--- src/rtl/clock_hms_counter_pkg.sv ---
// Shared constants, widths and alarm state type for the time-of-day counter.
// Wrap-increment helpers keep modular field arithmetic in one place.
package clock_hms_counter_pkg;

    localparam int HOUR_W = 5;
    localparam int MIN_W  = 6;
    localparam int SEC_W  = 6;

    localparam logic [SEC_W-1:0]  SEC_MAX  = 6'd59;
    localparam logic [MIN_W-1:0]  MIN_MAX  = 6'd59;
    localparam logic [HOUR_W-1:0] HOUR_MAX = 5'd23;

    typedef enum logic {
        IDLE = 1'b0,
        RING = 1'b1
    } alarm_state_e;

    function automatic logic [5:0] wrap_inc6(input logic [5:0] value, input logic [5:0] max);
        logic [5:0] result;
        if (value == max) begin
            result = 6'd0;
        end else begin
            result = value + 6'd1;
        end
        return result;
    endfunction

    function automatic logic [4:0] wrap_inc5(input logic [4:0] value, input logic [4:0] max);
        logic [4:0] result;
        if (value == max) begin
            result = 5'd0;
        end else begin
            result = value + 5'd1;
        end
        return result;
    endfunction

endpackage

--- src/rtl/clock_hms_counter_bcd.sv ---
// Combinational 7-bit binary to two-digit BCD (inputs 0-99), tens digit in [7:4].
module bin_to_bcd7 (
    input  logic [6:0] bin,
    output logic [7:0] bcd
);

    logic [3:0] tens_s;
    logic [3:0] ones_s;

    // Tens by threshold count; ones fit in 4 bits so the remainder is taken mod 16.
    always_comb begin
        tens_s = 4'd0;
        for (int i = 1; i <= 9; i++) begin
            if (bin >= 7'(i * 10)) begin
                tens_s = tens_s + 4'd1;
            end else begin
                tens_s = tens_s;
            end
        end
        ones_s = bin[3:0] - (tens_s * 4'd10);
    end

    assign bcd = {tens_s, ones_s};

endmodule

--- src/rtl/clock_hms_counter.sv ---
// Hours/minutes/seconds counter with day-rollover strobe, one daily alarm
// with a ring state machine, and BCD views for the display mux.
module clock_hms_counter
    import clock_hms_counter_pkg::*;
#(
    parameter int RING_SECONDS   = 60,
    parameter int ALARM_RST_HOUR = 7
) (
    input  logic        system_clk,
    input  logic        CR,
    input  logic        tick_1hz,
    input  logic        hour_add,
    input  logic        min_add,
    input  logic        sec_clr,
    input  logic        alarm_en,
    input  logic        alarm_hour_add,
    input  logic        alarm_min_add,
    input  logic        alarm_ack,
    output logic [4:0]  hour,
    output logic [5:0]  minute,
    output logic [5:0]  second,
    output logic [7:0]  hour_bcd,
    output logic [7:0]  min_bcd,
    output logic [7:0]  sec_bcd,
    output logic [7:0]  alarm_hour_bcd,
    output logic [7:0]  alarm_min_bcd,
    output logic        pulse_day,
    output logic        ring
);

    logic [HOUR_W-1:0] hour_q, hour_d;
    logic [MIN_W-1:0]  min_q, min_d;
    logic [SEC_W-1:0]  sec_q, sec_d;
    logic [HOUR_W-1:0] alarm_hour_q, alarm_hour_d;
    logic [MIN_W-1:0]  alarm_min_q, alarm_min_d;
    logic [5:0]        ring_cnt_q, ring_cnt_d;
    alarm_state_e      state_q, state_d;
    logic              pulse_day_q, pulse_day_d;
    logic              ring_q, ring_d;

    logic set_any_s;
    logic tick_cnt_s;
    logic sec_wrap_s;
    logic trigger_s;

    // Any set strobe swallows a coincident tick.
    assign set_any_s  = hour_add | min_add | sec_clr;
    assign tick_cnt_s = tick_1hz & ~set_any_s;
    assign sec_wrap_s = tick_cnt_s & (sec_q == SEC_MAX);

    // Time fields: set strobes act field-locally, counted ticks ripple carries.
    always_comb begin
        hour_d      = hour_q;
        min_d       = min_q;
        sec_d       = sec_q;
        pulse_day_d = 1'b0;
        if (set_any_s) begin
            if (hour_add) hour_d = wrap_inc5(hour_q, HOUR_MAX); else hour_d = hour_q;
            if (min_add)  min_d  = wrap_inc6(min_q, MIN_MAX);   else min_d  = min_q;
            if (sec_clr)  sec_d  = 6'd0;                        else sec_d  = sec_q;
        end else if (tick_cnt_s) begin
            sec_d = wrap_inc6(sec_q, SEC_MAX);
            if (sec_q == SEC_MAX) begin
                min_d = wrap_inc6(min_q, MIN_MAX);
                if (min_q == MIN_MAX) begin
                    hour_d      = wrap_inc5(hour_q, HOUR_MAX);
                    pulse_day_d = (hour_q == HOUR_MAX);
                end else begin
                    hour_d = hour_q;
                end
            end else begin
                min_d = min_q;
            end
        end else begin
            sec_d = sec_q;
        end
    end

    // Alarm setting fields: only their own add strobes change them.
    always_comb begin
        alarm_hour_d = alarm_hour_q;
        alarm_min_d  = alarm_min_q;
        if (alarm_hour_add) alarm_hour_d = wrap_inc5(alarm_hour_q, HOUR_MAX); else alarm_hour_d = alarm_hour_q;
        if (alarm_min_add)  alarm_min_d  = wrap_inc6(alarm_min_q, MIN_MAX);   else alarm_min_d  = alarm_min_q;
    end

    // Trigger only on a counted minute boundary landing on the alarm time.
    assign trigger_s = sec_wrap_s & alarm_en &
                       (hour_d == alarm_hour_q) & (min_d == alarm_min_q);

    // Alarm FSM next state; ring output is registered from the next state.
    always_comb begin
        state_d    = state_q;
        ring_cnt_d = ring_cnt_q;
        case (state_q)
            IDLE: begin
                if (trigger_s) begin
                    state_d    = RING;
                    ring_cnt_d = 6'd0;
                end else begin
                    state_d = IDLE;
                end
            end
            RING: begin
                if (alarm_ack || !alarm_en) begin
                    state_d = IDLE;
                end else if (tick_cnt_s) begin
                    ring_cnt_d = ring_cnt_q + 6'd1;
                    if ((ring_cnt_q + 6'd1) == 6'(RING_SECONDS)) begin
                        state_d = IDLE;
                    end else begin
                        state_d = RING;
                    end
                end else begin
                    state_d = RING;
                end
            end
            default: begin
                state_d    = IDLE;
                ring_cnt_d = 6'd0;
            end
        endcase
        ring_d = (state_d == RING);
    end

    // State registers with synchronous reset overriding every other update.
    always_ff @(posedge system_clk) begin
        if (CR) begin
            hour_q       <= 5'd0;
            min_q        <= 6'd0;
            sec_q        <= 6'd0;
            alarm_hour_q <= 5'(ALARM_RST_HOUR);
            alarm_min_q  <= 6'd0;
            ring_cnt_q   <= 6'd0;
            state_q      <= IDLE;
            pulse_day_q  <= 1'b0;
            ring_q       <= 1'b0;
        end else begin
            hour_q       <= hour_d;
            min_q        <= min_d;
            sec_q        <= sec_d;
            alarm_hour_q <= alarm_hour_d;
            alarm_min_q  <= alarm_min_d;
            ring_cnt_q   <= ring_cnt_d;
            state_q      <= state_d;
            pulse_day_q  <= pulse_day_d;
            ring_q       <= ring_d;
        end
    end

    assign hour      = hour_q;
    assign minute    = min_q;
    assign second    = sec_q;
    assign pulse_day = pulse_day_q;
    assign ring      = ring_q;

    bin_to_bcd7 u_hour_bcd       (.bin({2'b00, hour_q}),       .bcd(hour_bcd));
    bin_to_bcd7 u_min_bcd        (.bin({1'b0, min_q}),         .bcd(min_bcd));
    bin_to_bcd7 u_sec_bcd        (.bin({1'b0, sec_q}),         .bcd(sec_bcd));
    bin_to_bcd7 u_alarm_hour_bcd (.bin({2'b00, alarm_hour_q}), .bcd(alarm_hour_bcd));
    bin_to_bcd7 u_alarm_min_bcd  (.bin({1'b0, alarm_min_q}),   .bcd(alarm_min_bcd));

endmodule

--- config.mk ---
export PLATFORM = sky130hd
export DESIGN_NAME = clock_hms_counter
export DESIGN_NICKNAME = d
export VERILOG_FILES = /design/src/rtl/clock_hms_counter_pkg.sv /design/src/rtl/clock_hms_counter_bcd.sv /design/src/rtl/clock_hms_counter.sv
export SDC_FILE = /design/constraint.sdc
export NUM_CORES = 1
export LEC_CHECK = 0
export CAP_MARGIN = 15
export CORE_MARGIN = 2
export CORE_UTILIZATION = 60
export DETAILED_ROUTE_END_ITERATION = 8
export PLACE_DENSITY = 0.84
export SLEW_MARGIN = 20
export SYNTH_ARGS = -nofsm -noshare
export SYNTH_HDL_FRONTEND = slang
export SYNTH_HIERARCHICAL = 1
export SYNTH_SLANG_ARGS = --single-unit
--- constraint.sdc ---
create_clock -name system_clk -period 8.3 [get_ports system_clk]
set_input_delay 1.245 -clock system_clk [delete_from_list [all_inputs] [get_ports system_clk]]
set_output_delay 1.245 -clock system_clk [all_outputs]
set_load 0.01 [all_outputs]
==> Flow_metrics.wiki, run 1 <==
{| class="wikitable"
! Metric !! Value
|-
| Y dimension of the die || around 110 um
|-
| Cell mode on critical path || sky130_fd_sc_hd__ha_1
|-
| Setup TNS Final || 0 ns
|-
| Number of global-route vias before repair || roughly 5300
|-
| CP Class || reg2out
|-
| Insertion delay to the later sink of the worst-skew pair || about 0.30 ns
|-
| Highest ir drop seen on vdd || around 0.00014 V
|-
| Count of pins over their slew limit || 0
|-
| Worst path buffer plus inverter count || 2
|-
| Result of the run || finished clean
|-
| Clock tree from TritonCTS || done
|-
| Cell at the root of the clock tree || sky130_fd_sc_hd__clkbuf_8
|-
| Wire length of the first global-routing pass || approximately 24000 um
|-
| Post-Route WL || 14300 um
|-
| Ratio of cells with drive above 1 in the final layout || between 8 and 9%
|-
| Post-synthesis sequential area ratio || a little over a tenth
|-
| Total power || approximately 1 mW
|-
| Total number of vias || between 6000 and 7000
|-
| Post-detailed-route via-to-cell ratio || about 6.0
|-
| Area used by multi-input combinational logic || 5320 um2
|-
| CP endpoint kind || primary output
|-
| Overflow after GRT || 0
|-
| Cell with the largest stage delay on the worst path || sky130_fd_sc_hd__dfxtp_1
|-
| Highest clock rate || 135 MHz
|-
| Largest net degree at the start of global routing || 32
|-
| Total die area || about 12000 um2
|-
| GRT Overall Usage || between 20% and 30%
|-
| Global placer's final weighted congestion || ~0.83
|-
| Initial Util || between 60 and 70%
|-
| CP arrival || about 6 ns
|-
| Number of top-level pins || 69
|-
| Largest fanout of any net on the critical path || 20
|-
| Worst slew pin tran || about 0.83 ns
|-
| Total number of yosys warnings || 6
|-
| Post-synthesis sequential element count || 36
|-
| Number of clock sinks || 36
|-
| Number of distinct standard cells referenced by the synthesized netlist || about 90
|-
| Critical path's largest stage delay || approximately 0.80 ns
|-
| Layout area overhead || 9.36%
|-
| Number of filler instances in the final layout || about 930
|-
| Number of cells produced by synthesis || 853
|-
| Startpoint Class || flop
|-
| Critical path cell sequence || or2_2 > nand2_1 > and2_1 > ha_1 > or3_1 > o221ai_2 > a311oi_4 > inv_1 > ha_1 > o21ai_0 > nand2_1 > ha_1 > nor2_1 > a31oi_1 > mux2_2 > mux2_2 > mux2i_1 > fa_1 > xor2_1 > xnor2_1 > xnor2_2 > xnor2_1 > clkdlybuf4s50_1
|-
| Buffers added on ports || 66
|-
| Floorplan core area || 10800 um2
|-
| Total number of H-tree levels || 2
|-
| Starting DRC count in detailed routing || around 560
|-
| LEAKAGE || about 2.8 nW
|-
| TritonCTS Buffers || 5
|-
| Die boundary width || approximately 110 um
|-
| Setup repair after global routing missed its margin || no
|-
| Average footprint of a synthesized cell || 7.73 um2
|-
| Worst setup path startpoint || alarm_min_q[2]
|-
| Main synth FF type || sky130_fd_sc_hd__dfxtp_1
|-
| Synth async-reset ratio || 0%
|-
| Total iterations of the first detailed-routing run || 6
|-
| Total inserted antenna cells || 0
|-
| Detailed-route DRC error count || 0
|-
| Category of cells accounting for the largest share of critical-path delay || adder cells
|-
| Post-detailed-placement half-perimeter wirelength || about 11000 um
|-
| Number of antenna violations at the first check in global routing || 0
|-
| Net count of the finished layout || between 900 and 1000
|-
| Number of buffers added for setup after CTS || 0
|-
| Worst reg2reg path startpoint || second[4]
|-
| CTS clock-pin slew for the worst setup and hold paths || about 0.080 ns
|-
| Final period util || between 80 and 90%
|-
| Bufs on Longest Clock Path || 2
|-
| Post_cts resized || 0
|-
| Netlist Area Pre-Place || around 6600 um2
|-
| Number of hold violations in the final report || 0
|-
| Number of routed nets with antenna violations || 0
|-
| Number of setup violations in the final report || 0
|-
| Number of buffers inserted by hold repair at cts || 0
|-
| Number of max-capacitance violations reported || 0
|-
| FF+latch area || between 700 and 800 um2
|-
| Startpoint of the lowest-slack hold path || ring_cnt_q[5]
|-
| Shortest period the worst path allows || 7.40 ns
|-
| PwrDens || between 100 and 150 nW/um2
|-
| Data required time at the worst endpoint || about 7.1 ns
|-
| Final routed wire length divided by cell count || about 14 um
|-
| Clock tree skew after final layout || ~0.0065 ns
|-
| Worst Hold Class || reg2reg
|-
| Number of enable-type register cells in the synthesized netlist || 0
|-
| Worst max-slew margin expressed relative to the limit || approximately 45%
|-
| Site row count || 38
|}
metal layers:
metal  vias up  track usage, %  part of all wire [%]
met5         -               0                     0
met4         0            4.85                   1.1
met3        14            2.51                   4.3
met2       183            42.6                    48
met1      2809            31.9                    46
li1       3115               -                     -
cell usage in the layout, fill, tap and decap left out, drive strengths merged, types with 9 or more instances in the layout:
cell and count:
a21oi 32, a31oi 10, and2 9, clkdlybuf4s50 66, conb 14, dfxtp 36
ha 52, inv 61, mux2i 13, nand2 62, nand2b 13, nand3 33
nand3b 9, nand4 26, nor2 77, nor2b 9, nor3 22, o21ai 52
o22ai 9, or3 11, xnor2 72, xor2 31
registers in the layout, indices dropped and copies added, names as in the netlist:
| register | flops |
|---|---|
| alarm_min_q | 6 |
| minute | 6 |
| ring_cnt_q | 6 |
| second | 6 |
| alarm_hour_q | 5 |
| hour | 5 |
| pulse_day | 1 |
| ring | 1 |
layout make-up:
cell class | count | share of cell area, %
multi-input cells | 711 | 73.8
flip-flops and latches | 36 | 10.0
repair buffers | 68 | 9.37
inverters | 61 | 3.18
well taps | 140 | 2.43
clock buffers | 5 | 0.955
clock inverters | 3 | 0.260
path summary, 6_finish.rpt:
kind	end	slack (ns)	depth (start not counted)
worst min register to register	ring_cnt_q[5]	0.51	2
worst min-delay path	ring_cnt_q[5]	0.51	2
worst max-delay path	alarm_min_bcd[3]	0.90	23
worst max register to register	ring_cnt_q[2]	5.20	8
cell usage after synthesis, drive strengths merged, types with 7 or more instances:
cell / count / area, um2
nor3: 22 / 110
ha: 52 / 651
nand3b: 9 / 71.3
and2: 9 / 56.3
nor2: 77 / 309
clkbuf: 20 / 75.1
or2: 7 / 43.8
nor2b: 9 / 56.3
a21o: 8 / 60.1
dfxtp: 36 / 721
o21ai: 52 / 268
a31oi: 10 / 62.6
inv: 61 / 229
a21oi: 32 / 160
nand3: 33 / 165
nand2: 62 / 235
xor2: 31 / 347
or3: 11 / 73.8
a211oi: 7 / 52.6
buf: 38 / 295
o22ai: 9 / 75.1
nand2b: 13 / 81.3
mux2i: 13 / 130
xnor2: 72 / 661
o21a: 8 / 60.1
nand4: 26 / 205
kinds of logic after synthesis:
logic type      count (synthesis)  share of synthesized area (%)
compound gates                201                           23.0
xor+xnor                      105                           16.0
fa+ha+maj                      57                           11.4
buf+inv                       119                           9.09
flops                          36                           10.9
mux                            19                           3.00
other cells                     1                         0.0569
simple gates                  315                           26.6
metrics by stage:
step           std cells  utilization (%)  instance area, um2  hold slack (ns)  setup slack (ns)
2_1_floorplan        866                -                6640            0.470              2.11
3_3_place_gp        1016             66.0                7120            0.482              1.41
3_5_place_dp        1016             66.0                7120            0.491              1.22
4_1_cts             1024             66.8                7210            0.500             0.867
5_1_grt             1024             66.8                7210            0.550             0.535
6_report            1024             66.8                7210            0.506             0.898
power breakdown:
| group | internal, mW | leakage (nW) | switching [mW] |
|---|---|---|---|
| sequential | 0.177 | 0.292 | 0.0165 |
| clock | 0.0585 | 0.0479 | 0.0693 |
| combinational | 0.345 | 2.46 | 0.316 |
| total | 0.581 | 2.80 | 0.402 |
worst register-to-register path: cells and delay by family (launching register included):
family / cells / cell delay [ns]
AND/OR/NAND/NOR: 4 / 0.87
flip-flops: 1 / 0.79
AO/OA/AOI/OAI: 4 / 1.31
Note: power is estimated with default switching activity, not from simulation.
==> run 2, diff against run 1 <==
--- a/config.mk
+++ b/config.mk
@@ -7,9 +7,9 @@
 export LEC_CHECK = 0
 export CAP_MARGIN = 15
 export CORE_MARGIN = 2
-export CORE_UTILIZATION = 60
+export CORE_UTILIZATION = 46
 export DETAILED_ROUTE_END_ITERATION = 8
-export PLACE_DENSITY = 0.84
+export PLACE_DENSITY = 0.67
 export SLEW_MARGIN = 20
 export SYNTH_ARGS = -nofsm -noshare
 export SYNTH_HDL_FRONTEND = slang
==> Flow_metrics.wiki, run 2 (synthesized netlist as in run 1, its figures left out) <==
{| class="wikitable"
! Metric !! Value
|-
| CP endpoint kind || primary output
|-
| Number of antenna violations at the first check in global routing || 0
|-
| Post-Route WL || approximately 14000 um
|-
| Number of global-route vias before repair || around 5400
|-
| Highest ir drop seen on vdd || approximately 0.00012 V
|-
| Number of max-capacitance violations reported || 0
|-
| Clock tree from TritonCTS || done
|-
| Site row count || 43
|-
| Most common cell after layout, fill and taps aside || sky130_fd_sc_hd__nor2_1
|-
| CTS clock-pin slew for the worst setup and hold paths || roughly 0.06 ns
|-
| Clock network fraction of total power || 17.4%
|-
| Number of buffers inserted by hold repair at cts || 0
|-
| Largest fanout of any net on the critical path || 20
|-
| Overflow after GRT || 0
|-
| Final period util || 88.6%
|-
| Initial Util || approximately 47%
|-
| Total number of H-tree levels || 2
|-
| Bufs on Longest Clock Path || 2
|-
| Detailed-route DRC error count || 0
|-
| Setup slack, reg-to-reg || 5.13 ns
|-
| Layout area overhead || 11.1%
|-
| Total inserted antenna cells || 0
|-
| Starting DRC count in detailed routing || 409
|-
| Clock tree skew after final layout || around 0.0064 ns
|-
| GRT Overall Usage || 18.9%
|-
| Number of setup violations in the final report || 0
|-
| CP Class || reg2out
|-
| Cell at the root of the clock tree || sky130_fd_sc_hd__clkbuf_16
|-
| Die boundary width || approximately 120 um
|-
| Switching power || 0.403 mW
|-
| Part of the power in registers || 18.8%
|-
| Insertion delay to the later sink of the worst-skew pair || between 0.2 and 0.3 ns
|-
| Setup repair after global routing missed its margin || no
|-
| Number of buffers added for setup after CTS || 0
|-
| Wire length of the first global-routing pass || about 25000 um
|-
| Number of hold violations in the final report || 0
|-
| Buffers added on ports || 66
|-
| PwrDens || 141 nW/um2
|-
| Worst Hold Class || reg2reg
|-
| Count of pins over their slew limit || 0
|-
| Floorplan core area || approximately 14000 um2
|-
| Post_cts resized || 0
|-
| Post-detailed-placement half-perimeter wirelength || about 11000 um
|-
| Y dimension of the die || around 120 um
|-
| Worst max-slew margin expressed relative to the limit || 42.1%
|-
| Int Power || approximately 0.63 mW
|-
| Global placer's final weighted congestion || about 0.82
|-
| Ratio of cells with drive above 1 in the final layout || between 8 and 9%
|-
| Shortest period the worst path allows || ~7.4 ns
|-
| LEAKAGE || around 2.8 nW
|-
| Combinational power share || 63.8%
|-
| TritonCTS Buffers || 5
|-
| Final routed wire length divided by cell count || roughly 13 um
|-
| Highest clock rate || ~140 MHz
|-
| Post-detailed-route via-to-cell ratio || approximately 5.6
|-
| Startpoint Class || flop
|-
| Number of clock sinks || 36
|-
| Top library cells by usage in the layout, fill and taps aside || sky130_fd_sc_hd__nor2_1, sky130_fd_sc_hd__xnor2_1, sky130_fd_sc_hd__clkdlybuf4s50_1
|-
| CP arrival || about 6 ns
|-
| Result of the run || finished clean
|-
| Total die area || 15300 um2
|-
| Largest net degree at the start of global routing || 32
|-
| Setup TNS Final || 0 ns
|-
| Hold WS || around 0.50 ns
|-
| Number of top-level pins || 69
|-
| Switching share of power || between 30% and 40%
|-
| Number of routed nets with antenna violations || 0
|-
| Data required time at the worst endpoint || 7.05 ns
|-
| Net count of the finished layout || around 950
|-
| Total number of vias || ~6000
|-
| Total iterations of the first detailed-routing run || 5
|-
| Worst slew pin tran || between 0.8 and 0.9 ns
|}
run 2: cell types whose count changed in the layout (fill, tap and decap cells not counted), sizes merged:
cell,delta
clkinvlp,+1
clkinv,-2
buf,+2
run 2: per-stage QoR:
step           utilization (%)  instance area (um2)  std cells  setup WS [ns]  total power, mW
2_1_floorplan                -                 6640        866           2.11            0.661
3_3_place_gp              51.6                 7190       1058           1.36            0.851
3_5_place_dp              51.6                 7190       1058           1.29            0.855
4_1_cts                   52.6                 7320       1065          0.943             1.04
5_1_grt                   52.6                 7320       1065          0.570             1.13
6_report                  52.6                 7320       1065          0.949             1.04
run 2: layout make-up:
| class | instances | area [um2] |
|---|---|---|
| Tap cell | 180 | 225 |
| Sequential cell | 36 | 721 |
| Multi-Input combinational cell | 711 | 5320 |
| Clock buffer | 5 | 125 |
| Timing Repair Buffer | 70 | 691 |
| Clock inverter | 2 | 12.5 |
| Inverter | 61 | 229 |
| Fill cell | 1352 | 6610 |
run 2: power groups by stage:
stage / clock [mW] / combinational [mW] / sequential (mW)
after global routing: 0.193 / 0.742 / 0.197
after CTS: 0.182 / 0.661 / 0.195
final: 0.180 / 0.660 / 0.195
after detailed placement: 0 / 0.656 / 0.199
after global placement: 0 / 0.652 / 0.199
after floorplan: 0 / 0.469 / 0.192
run 2: critical path: stages, from the launching register on:
cell	delay, ns
sky130_fd_sc_hd__dfxtp_1	0.79
sky130_fd_sc_hd__or2_2	0.23
sky130_fd_sc_hd__nand2_1	0.05
sky130_fd_sc_hd__and2_1	0.18
sky130_fd_sc_hd__ha_1	0.51
sky130_fd_sc_hd__or3_1	0.19
sky130_fd_sc_hd__o221ai_2	0.11
sky130_fd_sc_hd__a311oi_4	0.35
sky130_fd_sc_hd__inv_1	0.09
sky130_fd_sc_hd__ha_1	0.29
sky130_fd_sc_hd__o21ai_0	0.14
sky130_fd_sc_hd__nand2_1	0.10
sky130_fd_sc_hd__ha_1	0.27
sky130_fd_sc_hd__nor2_1	0.04
sky130_fd_sc_hd__a31oi_1	0.25
sky130_fd_sc_hd__mux2_2	0.22
sky130_fd_sc_hd__mux2_2	0.17
sky130_fd_sc_hd__mux2i_1	0.12
sky130_fd_sc_hd__fa_1	0.42
sky130_fd_sc_hd__xor2_1	0.18
sky130_fd_sc_hd__xnor2_1	0.30
sky130_fd_sc_hd__xnor2_2	0.15
sky130_fd_sc_hd__xnor2_1	0.13
sky130_fd_sc_hd__clkdlybuf4s50_1	0.55
run 2: final timing paths:
| path | start | endpoint | cells after the start |
|---|---|---|---|
| worst min register to register | ring_cnt_q[5] | ring_cnt_q[5] | 2 |
| worst max-delay path | alarm_min_q[2] | alarm_min_bcd[3] | 23 |
| worst min-delay path | ring_cnt_q[5] | ring_cnt_q[5] | 2 |
| worst max register to register | minute[5] | ring_cnt_q[2] | 8 |
run 2: layer usage:
metal  track usage (%)  wire, um  up-vias
met4              2.13        48        0
met5                 0         0        -
met2              30.9      6400       82
met3              2.11       435        5
met1              27.5      7340     2746
li1                  -         -     3134
